### config.mk
export PLATFORM = sky130hd
export DESIGN_NAME = mxpl_pool_unit_flat
export DESIGN_NICKNAME = d
export VERILOG_FILES = /design/src/rtl/mxpl_pkg.sv /design/src/rtl/mxpl_pool_unit_if.sv /design/src/rtl/mxpl_pool_lane.sv /design/src/rtl/mxpl_pool_unit.sv /design/src/flat_wrapper.sv
export SDC_FILE = /design/constraint.sdc
export NUM_CORES = 1
export LEC_CHECK = 0
export CAP_MARGIN = 5
export CORE_UTILIZATION = 35
export CTS_BUF_LIST = sky130_fd_sc_hd__clkbuf_4 sky130_fd_sc_hd__clkbuf_8
export DETAILED_ROUTE_END_ITERATION = 8
export GPL_TIMING_DRIVEN = 0
export PLACE_DENSITY = 0.49
export SLEW_MARGIN = 40
export SYNTH_ARGS = -nofsm -noshare
export SYNTH_HDL_FRONTEND = slang
export SYNTH_SLANG_ARGS = --single-unit
### constraint.sdc
create_clock -name clk -period 9.2 [get_ports clk]
set_input_delay 1.84 -clock clk [delete_from_list [all_inputs] [get_ports clk]]
set_output_delay 1.84 -clock clk [all_outputs]
set_load 0.005 [all_outputs]
### src/rtl/mxpl_pkg.sv
// Shared constants and elaboration helpers for the pooling unit.
package mxpl_pkg;

  typedef enum logic {
    MODE_MAX = 1'b0,
    MODE_AVG = 1'b1
  } mode_e;

  function automatic int clog2(input int value);
    int result;
    result = 0;
    while ((1 << result) < value) result = result + 1;
    return result;
  endfunction

  // Channel-index width; a single-channel build still carries a 1-bit index.
  function automatic int chw(input int nch);
    return (nch > 1) ? clog2(nch) : 1;
  endfunction

endpackage

### src/rtl/mxpl_pool_unit_if.sv
// Sample stream in, pooled result stream out, for mxpl_pool_unit.
interface mxpl_pool_unit_if #(
  parameter int DATAW = 20,
  parameter int NCH   = 4
);

  localparam int CHW = mxpl_pkg::chw(NCH);

  logic                    in_valid;
  logic [CHW-1:0]          in_ch;
  logic signed [DATAW-1:0] in_data;
  logic                    mode;
  logic                    clear;

  logic                    out_valid;
  logic [CHW-1:0]          out_ch;
  logic signed [DATAW-1:0] out_data;
  logic                    ch_err;

  modport master (
    output in_valid, in_ch, in_data, mode, clear,
    input  out_valid, out_ch, out_data, ch_err
  );

  modport slave (
    input  in_valid, in_ch, in_data, mode, clear,
    output out_valid, out_ch, out_data, ch_err
  );

endinterface

### src/rtl/mxpl_pool_lane.sv
// One channel's pooling window: sample count, latched mode, running max and sum.
module mxpl_pool_lane
  import mxpl_pkg::*;
#(
  parameter int DATAW = 20,
  parameter int WIN   = 4
) (
  input  logic                    clk,
  input  logic                    reset,
  input  logic                    flush,
  input  logic                    hit,
  input  logic signed [DATAW-1:0] in_data,
  input  logic                    mode,
  output logic                    done,
  output logic signed [DATAW-1:0] result
);

  localparam int CW = clog2(WIN);
  localparam int SW = DATAW + CW;
  localparam logic [CW-1:0] LAST = CW'(WIN - 1);

  logic [CW-1:0]           cnt;
  mode_e                   mode_q;
  logic signed [DATAW-1:0] max_q;
  logic signed [DATAW-1:0] max_next;
  logic signed [SW-1:0]    sum_q;
  logic signed [SW-1:0]    sum_next;
  logic signed [SW-1:0]    in_ext;
  logic signed [DATAW-1:0] avg;

  assign in_ext   = {{CW{in_data[DATAW-1]}}, in_data};
  assign max_next = (in_data > max_q) ? in_data : max_q;
  assign sum_next = sum_q + in_ext;
  // Arithmetic shift floors toward -inf; the sum is wide enough that the
  // truncated quotient always fits DATAW.
  assign avg      = DATAW'(sum_next >>> CW);

  // The completing sample is never a window's first, so mode_q is already valid.
  assign done   = hit && (cnt == LAST);
  assign result = (mode_q == MODE_AVG) ? avg : max_next;

  // NOTE: non-blocking assignments keep every register sampling pre-edge values.
  // NOTE: max/sum are reset as well so the lane powers up in a defined state.
  always_ff @(posedge clk or posedge reset) begin
    if (reset) begin
      cnt    <= '0;
      mode_q <= MODE_MAX;
      max_q  <= '0;
      sum_q  <= '0;
    end else if (flush) begin
      cnt <= '0;
    end else if (hit) begin
      if (cnt == '0) begin
        mode_q <= mode_e'(mode);
        max_q  <= in_data;
        sum_q  <= in_ext;
      end else begin
        max_q <= max_next;
        sum_q <= sum_next;
      end
      cnt <= cnt + CW'(1);
    end
  end

endmodule

### src/rtl/mxpl_pool_unit.sv
// Multi-channel max/average pooling accumulator with per-channel windows.
module mxpl_pool_unit
  import mxpl_pkg::*;
#(
  parameter int DATAW = 20,
  parameter int WIN   = 4,
  parameter int NCH   = 4
) (
  input logic              clk,
  input logic              reset,
  mxpl_pool_unit_if.slave  bus
);

  localparam int CHW = chw(NCH);

  logic                    accept;
  logic                    bad_ch;
  logic [NCH-1:0]          hit;
  logic [NCH-1:0]          done;
  logic signed [DATAW-1:0] lane_result [NCH];
  logic signed [DATAW-1:0] pool_data;

  // A clear in the same cycle as a sample drops the sample entirely.
  assign accept = bus.in_valid && !bus.clear;
  assign bad_ch = accept && ({1'b0, bus.in_ch} >= (CHW + 1)'(NCH));

  for (genvar i = 0; i < NCH; i++) begin : g_lane
    assign hit[i] = accept && (bus.in_ch == CHW'(i));

    mxpl_pool_lane #(
      .DATAW (DATAW),
      .WIN   (WIN)
    ) u_lane (
      .clk     (clk),
      .reset   (reset),
      .flush   (bus.clear),
      .hit     (hit[i]),
      .in_data (bus.in_data),
      .mode    (bus.mode),
      .done    (done[i]),
      .result  (lane_result[i])
    );
  end

  // Only the addressed lane can complete, so done is at most one-hot.
  // NOTE: defaulting before the loop keeps this purely combinational.
  always_comb begin
    pool_data = '0;
    for (int i = 0; i < NCH; i++) begin
      if (done[i]) pool_data = pool_data | lane_result[i];
    end
  end

  always_ff @(posedge clk or posedge reset) begin
    if (reset) begin
      bus.out_valid <= 1'b0;
      bus.out_ch    <= '0;
      bus.out_data  <= '0;
      bus.ch_err    <= 1'b0;
    end else begin
      bus.out_valid <= |done;
      bus.ch_err    <= bad_ch;
      if (|done) begin
        bus.out_ch   <= bus.in_ch;
        bus.out_data <= pool_data;
      end
    end
  end

endmodule

### src/flat_wrapper.sv
// flat-port wrapper written by rule: the top's interface ports become plain ports
module mxpl_pool_unit_flat import mxpl_pkg::*;
#(
  parameter int DATAW = 20,
  parameter int WIN   = 4,
  parameter int NCH   = 4
)
  (clk, reset, bus_in_valid, bus_in_ch, bus_in_data, bus_mode, bus_clear, bus_out_valid, bus_out_ch, bus_out_data, bus_ch_err);
  mxpl_pool_unit_if #(.DATAW(DATAW), .NCH(NCH)) bus_i ();
  input logic clk;
  input logic reset;
  input wire logic [$bits(bus_i.in_valid)-1:0] bus_in_valid;
  input wire logic [$bits(bus_i.in_ch)-1:0] bus_in_ch;
  input wire logic [$bits(bus_i.in_data)-1:0] bus_in_data;
  input wire logic [$bits(bus_i.mode)-1:0] bus_mode;
  input wire logic [$bits(bus_i.clear)-1:0] bus_clear;
  output wire logic [$bits(bus_i.out_valid)-1:0] bus_out_valid;
  output wire logic [$bits(bus_i.out_ch)-1:0] bus_out_ch;
  output wire logic [$bits(bus_i.out_data)-1:0] bus_out_data;
  output wire logic [$bits(bus_i.ch_err)-1:0] bus_ch_err;
  assign bus_i.in_valid = bus_in_valid;
  assign bus_i.in_ch = bus_in_ch;
  assign bus_i.in_data = bus_in_data;
  assign bus_i.mode = bus_mode;
  assign bus_i.clear = bus_clear;
  assign bus_out_valid = bus_i.out_valid;
  assign bus_out_ch = bus_i.out_ch;
  assign bus_out_data = bus_i.out_data;
  assign bus_ch_err = bus_i.ch_err;
  mxpl_pool_unit #(.DATAW(DATAW), .WIN(WIN), .NCH(NCH)) u_core (.clk(clk), .reset(reset), .bus(bus_i));
endmodule
Word level (Yosys, flattened, before mapping)
Cells that the tools add are included.

Flip-flop bits (word level): 203. Input bits: 27. Logic and storage cells: 98.

Add/sub/neg operators: 8. Magnitude comparators: 4. Equal/unequal tests: 7. Mux-type cells: 28. Bitwise operators: 4. Reduce and logical (&&, ||, !) cells: 28.

Operators by type and width (count): 20-bit 2-to-1 mux (16); 22-bit by 20-bit adder with 22-bit output (4); 22-bit 2-to-1 mux (4); 20-bit greater-than comparator (4); 20-bit bitwise OR (3); 2-bit 2-to-1 mux (8); 2-bit == test (second input constant) (6); 3-bit AND reduction (4); 2-bit logical NOT (5); 1-bit logical AND (9); 2-bit by 1-bit adder with 2-bit output (second input constant) (4); 2-bit AND reduction (4); 2-bit nonzero test (4); 4-bit OR reduction (1); 2-bit by 1-bit == test with 1-bit output (second input constant) (1); 1-bit logical NOT (1); 1-bit NOT (1).

Logic depth before layout (Yosys ltp)
Depth after elaboration: 11. Mapped depth: 15. Depth with buffers taken out: 13.

By module
Synthesis repeated with hierarchy kept, for this count alone.

Cells, all modules: 1861. Area total of the unflattened synthesis: 17469.3 um^2.

Modules (own cells, without submodules): mxpl_pool_lane (u_core.g_lane[1].u_lane ...) (times used 2, cells an instance 433, area each 4000.1 um^2, sequential area each 1126.1 um^2); mxpl_pool_lane (u_core.g_lane[3].u_lane) (times used 1, cells an instance 435, area each 4063.9 um^2, sequential area each 1126.1 um^2); mxpl_pool_lane (u_core.g_lane[0].u_lane) (times used 1, cells an instance 434, area each 3982.6 um^2, sequential area each 1126.1 um^2); mxpl_pool_unit (times used 1, cells an instance 126, area each 1422.6 um^2, sequential area each 575.6 um^2).

Worst setup path after synthesis
OpenSTA, ideal clock, no wires.

Path kind: input to register. Start: in bus_in_data[1]. End: reg u_core.bus.out_data[16]. Data arrival time: 4.414 ns. Required time: 9.074 ns. Slack: 4.660 ns. Stages: 13. Cell sequence: clkbuf_1 > inv_1 > fa_1 > nor2b_1 > o21bai_1 > a21oi_1 > a311o_1 > a21o_1 > a21o_1 > a31oi_1 > xnor2_1 > a211o_1 > o32a_1.

Word-level cells in the longest chain between the ends: 10.

RTL lines: start, declared (RTL line flat_wrapper.sv:14) `input wire logic [$bits(bus_i.in_data)-1:0] bus_in_data;`; 20-bit greater-than comparator (RTL line mxpl_pool_lane.sv:32) `assign max_next = (in_data > max_q) ? in_data : max_q;`; 20-bit 2-to-1 mux (RTL line mxpl_pool_lane.sv:32); 20-bit 2-to-1 mux (RTL line mxpl_pool_lane.sv:40) `assign result = (mode_q == MODE_AVG) ? avg : max_next;`; 20-bit 2-to-1 mux (RTL line mxpl_pool_unit.sv:50) `if (done[i]) pool_data = pool_data | lane_result[i];`; 20-bit bitwise OR (RTL line mxpl_pool_unit.sv:50); 20-bit 2-to-1 mux (RTL line mxpl_pool_unit.sv:50); 20-bit bitwise OR (RTL line mxpl_pool_unit.sv:50); 20-bit 2-to-1 mux (RTL line mxpl_pool_unit.sv:50); 20-bit bitwise OR (RTL line mxpl_pool_unit.sv:50); 20-bit 2-to-1 mux * (RTL line mxpl_pool_unit.sv:50); end signal, assigned (RTL line mxpl_pool_unit.sv:65) `bus.out_data <= pool_data;`; end, declared (RTL line mxpl_pool_unit_if.sv:27) `output out_valid, out_ch, out_data, ch_err`.

Every way passes the cells marked *; elsewhere a longest branch is shown, timed or not. A chain may end at the register's enable or synchronous reset.

Worst setup path in the final report
Start: in bus_in_data[0]. End: reg u_core.bus.out_data[17].

The elaborated chain is that of the path after synthesis.

==> run_results.csv <==
group,metric,value,unit
run_status,status,"finished, final reports clean",
cts,cts.hold.buffers_added,0,
synth,syn_area,0.0161,sq mm
drt,routedWlPerCell,22.4,um
worst_setup_path,path_class,"input pin to register",
finish,final_cell_mix,"nand2_1, dfrtp_1, o21ai_0",
placement,pre_cts_ws,2330,ps
pwr,p_clk_frac,0.252,
floorplanning,row_count,78,
drt,drt_wl_total,58.8,mm
pwr,powerDensity,216,mW/mm^2
drt,detail-route-antenna-nets,0,
floorplanning,ios,51,
timing,drv_slew,0,
floorplanning,die_h,216,um
timing,fmaxAchievable,0.156,GHz
worst_setup_path,critPathArrivalTime,6870,ps
floorplanning,core_area,0.0454,sq mm
cts,clock_latency,610,ps
placement,gp_congestion,0.943,
finish,layout.nets,2206,
synth,synth_top_flop_cell,"dfrtp_1",
pwr,combPwrFrac,0.448,
synth,async_flop_share,1.00,
timing,setup_viol_count_final,0,
grt,grt_pass1_wl,88.6,mm
floorplanning,die_w,216,um
pwr,ir_drop,0.0000730,V
cts,cts_buffers,41,
drt,route.detailed.drc,0,
floorplanning,die_area,0.0469,sq mm
finish,drive_above_1_share,0.0759,
synth,synth_edf_count,0,
min_path,holdCritPathClass,"register to register",
finish,instances_no_fill,2628,
grt,antenna_found_initial,0,
cts,ctsHtreeMaxLevel,2,
cts,clk_path_buf_depth,3,
pwr,pwr-share-seq,0.300,
synth,syn_nets,2112,
drt,drt_iter0_markers,962,
pwr,p_leak,8.34,nW
timing,fin_crit_sh,0.695,
synth,ys_seq_area_frac,0.316,
pwr,p_switching,0.00163,W
placement,dp_cells,2560,
cts,tritoncts,"yes",
timing,hold_violations,0,
drt,viasPerCell,5.54,
cts,clk_root_buffer_cell,"clkbuf_8",
timing,finalWorstPathRequiredPeriod,6400,ps
timing,fin_tns_setup,0,ps
synth,syn_avg_cell_area,8.43,sq um
pwr,switching_share,0.415,
placement,port_buffers,48,
cts,cts_num_sinks,203,
synth,postSynthCellCount,1909,
worst_setup_path,cp.required,9670,ps
finish,layout_commonest_cell,"nand2_1",
cts,clk_pin_slew,60,ps
worst_setup_path,startpoint_type,"input pin",
timing,clock_skew,21.9,ps
cts,ctsResizeCount,0,
drt,vias,14600,
grt,grt_start_max_net_pins,62,
timing,worst_pin_slew,823,ps
floorplanning,initial_core_util,0.355,
run,maxCapViolCount,0,
worst_setup_path,critPathMaxFanout,10,
finish,area_delta_synth_final,13.4,%
grt,grt_use_total,0.253,
placement,hpwl,47.3,mm
timing,setup_ws,2800,ps
grt,grt_overflow,0,
synth,synth_cell_types,73,
drt,firstDrtPassIters,6,
finish,diodes,0,
timing,relSlewSlack,0.451,
worst_setup_path,crit_path_end_kind,"register",
timing,rsz0062_at_grt,"false",
synth,ys_ff_latch,203,
grt,first_global_vias,14600,
cts,cts_setup_buffers,0,
pwr,intPower,0.00230,W
synth,yosys_warnings,0,
==> final cells by class <==
type	count	area, sq um
fillers	4658	27100
multi-input cells	1489	10200
clock inverters	5	27.5
clock buffers	63	805
plain buffers	105	418
well taps	600	751
repair buffers	51	558
flip-flops and latches	203	5080
inverters	112	428
==> layer usage <==
| metal | up-vias | track usage | share of wire | routed length, um |
|---|---|---|---|---|
| li1 | 7017 | - | - | - |
| met1 | 7063 | 0.333 | 0.45 | 26500 |
| met2 | 367 | 0.420 | 0.47 | 27500 |
| met3 | 108 | 0.0260 | 0.044 | 2560 |
| met4 | 0 | 0.109 | 0.037 | 2200 |
| met5 | - | 0 | 0 | 0 |
==> power groups by stage <==
stage / combinational (W) / sequential, W / clock (W)
finish: 0.00176 / 0.00118 / 0.000992
global route: 0.00195 / 0.00121 / 0.00105
CTS: 0.00175 / 0.00118 / 0.00102
detailed placement: 0.00174 / 0.00120 / 0
global placement: 0.00171 / 0.00119 / 0
floorplan: 0.00124 / 0.00117 / 0
==> stage by stage <==
stage | utilization | power [W] | area, sq um | hold WS, ps
after global routing | 0.402 | 0.00420 | 18200 | 505
after detailed placement | 0.384 | 0.00293 | 17400 | 463
after floorplan | - | 0.00241 | 16100 | 443
after global placement | 0.382 | 0.00290 | 17300 | 468
after CTS | 0.402 | 0.00395 | 18200 | 476
final | 0.402 | 0.00394 | 18200 | 469
==> synthesized netlist by cell type, types with 17 or more instances <==
cell type  instances  area (sq um)
a21o_1            36           270
xor2_1            43           377
nor3_1            20           100
ha_1             172          2150
a211oi_1          23           173
nand3_1           31           155
o221ai_1          17           149
a31oi_1           20           125
mux2_2            55           619
o211ai_1          17           128
o21ai_0          183           916
nor2_1           157           589
nand2_1          212           796
xnor2_1           41           359
inv_1            111           417
a21oi_1          180           901
mux2i_1           75           751
nand4_1           18           113
dfrtp_1          203          5080
clkbuf_1          82           308
==> path summary, 6_finish.rpt <==
kind                                              startpoint                                 to  slack [ps]  cells after the start
max                                           bus_in_data[0]            u_core.bus.out_data[17]        2800                     16
min                         u_core.g_lane[1].u_lane.sum_q[7]   u_core.g_lane[1].u_lane.sum_q[7]         470                      2
max reg2reg                u_core.g_lane[2].u_lane.max_q[19]            u_core.bus.out_data[17]        4890                     14
min reg2reg                 u_core.g_lane[1].u_lane.sum_q[7]   u_core.g_lane[1].u_lane.sum_q[7]         470                      2
max in group asynchronous                              reset  u_core.g_lane[3].u_lane.sum_q[17]        6600                      4
min in group asynchronous                              reset   u_core.g_lane[1].u_lane.sum_q[1]        1600                      2
==> registers in the layout, indices dropped and copies added (netlist names) <==
register and cells:
u_core.g_lane.u_lane.sum_q 88, u_core.g_lane.u_lane.max_q 80, u_core.bus.out_data 20, u_core.g_lane.u_lane.cnt 8, u_core.g_lane.u_lane.mode_q 4, u_core.bus.out_ch 2, u_core.bus.out_valid 1
==> cell families after synthesis <==
logic type,synth area share
AOI/OAI and AO/OA,0.221
and+or+nand+nor,0.140
buffers and inverters,0.0520
DFF,0.316
adders and majority gates,0.139
muxes,0.0865
xor gates and xnor gates,0.0457
other,0.000233
==> critical path, stage by stage <==
cell and delay, ps:
clkdlybuf4s50_1 780, clkbuf_1 580, inv_1 370, ha_1 310, nor2b_1 110, o211a_1 200, o211ai_1 130, o211ai_1 140
mux2i_1 510, clkbuf_1 440, buf_1 460, nor2_1 80, a21oi_1 250, o22ai_1 140, a211oi_1 400, a21oi_1 120
Power figures use the tool's default switching activity.
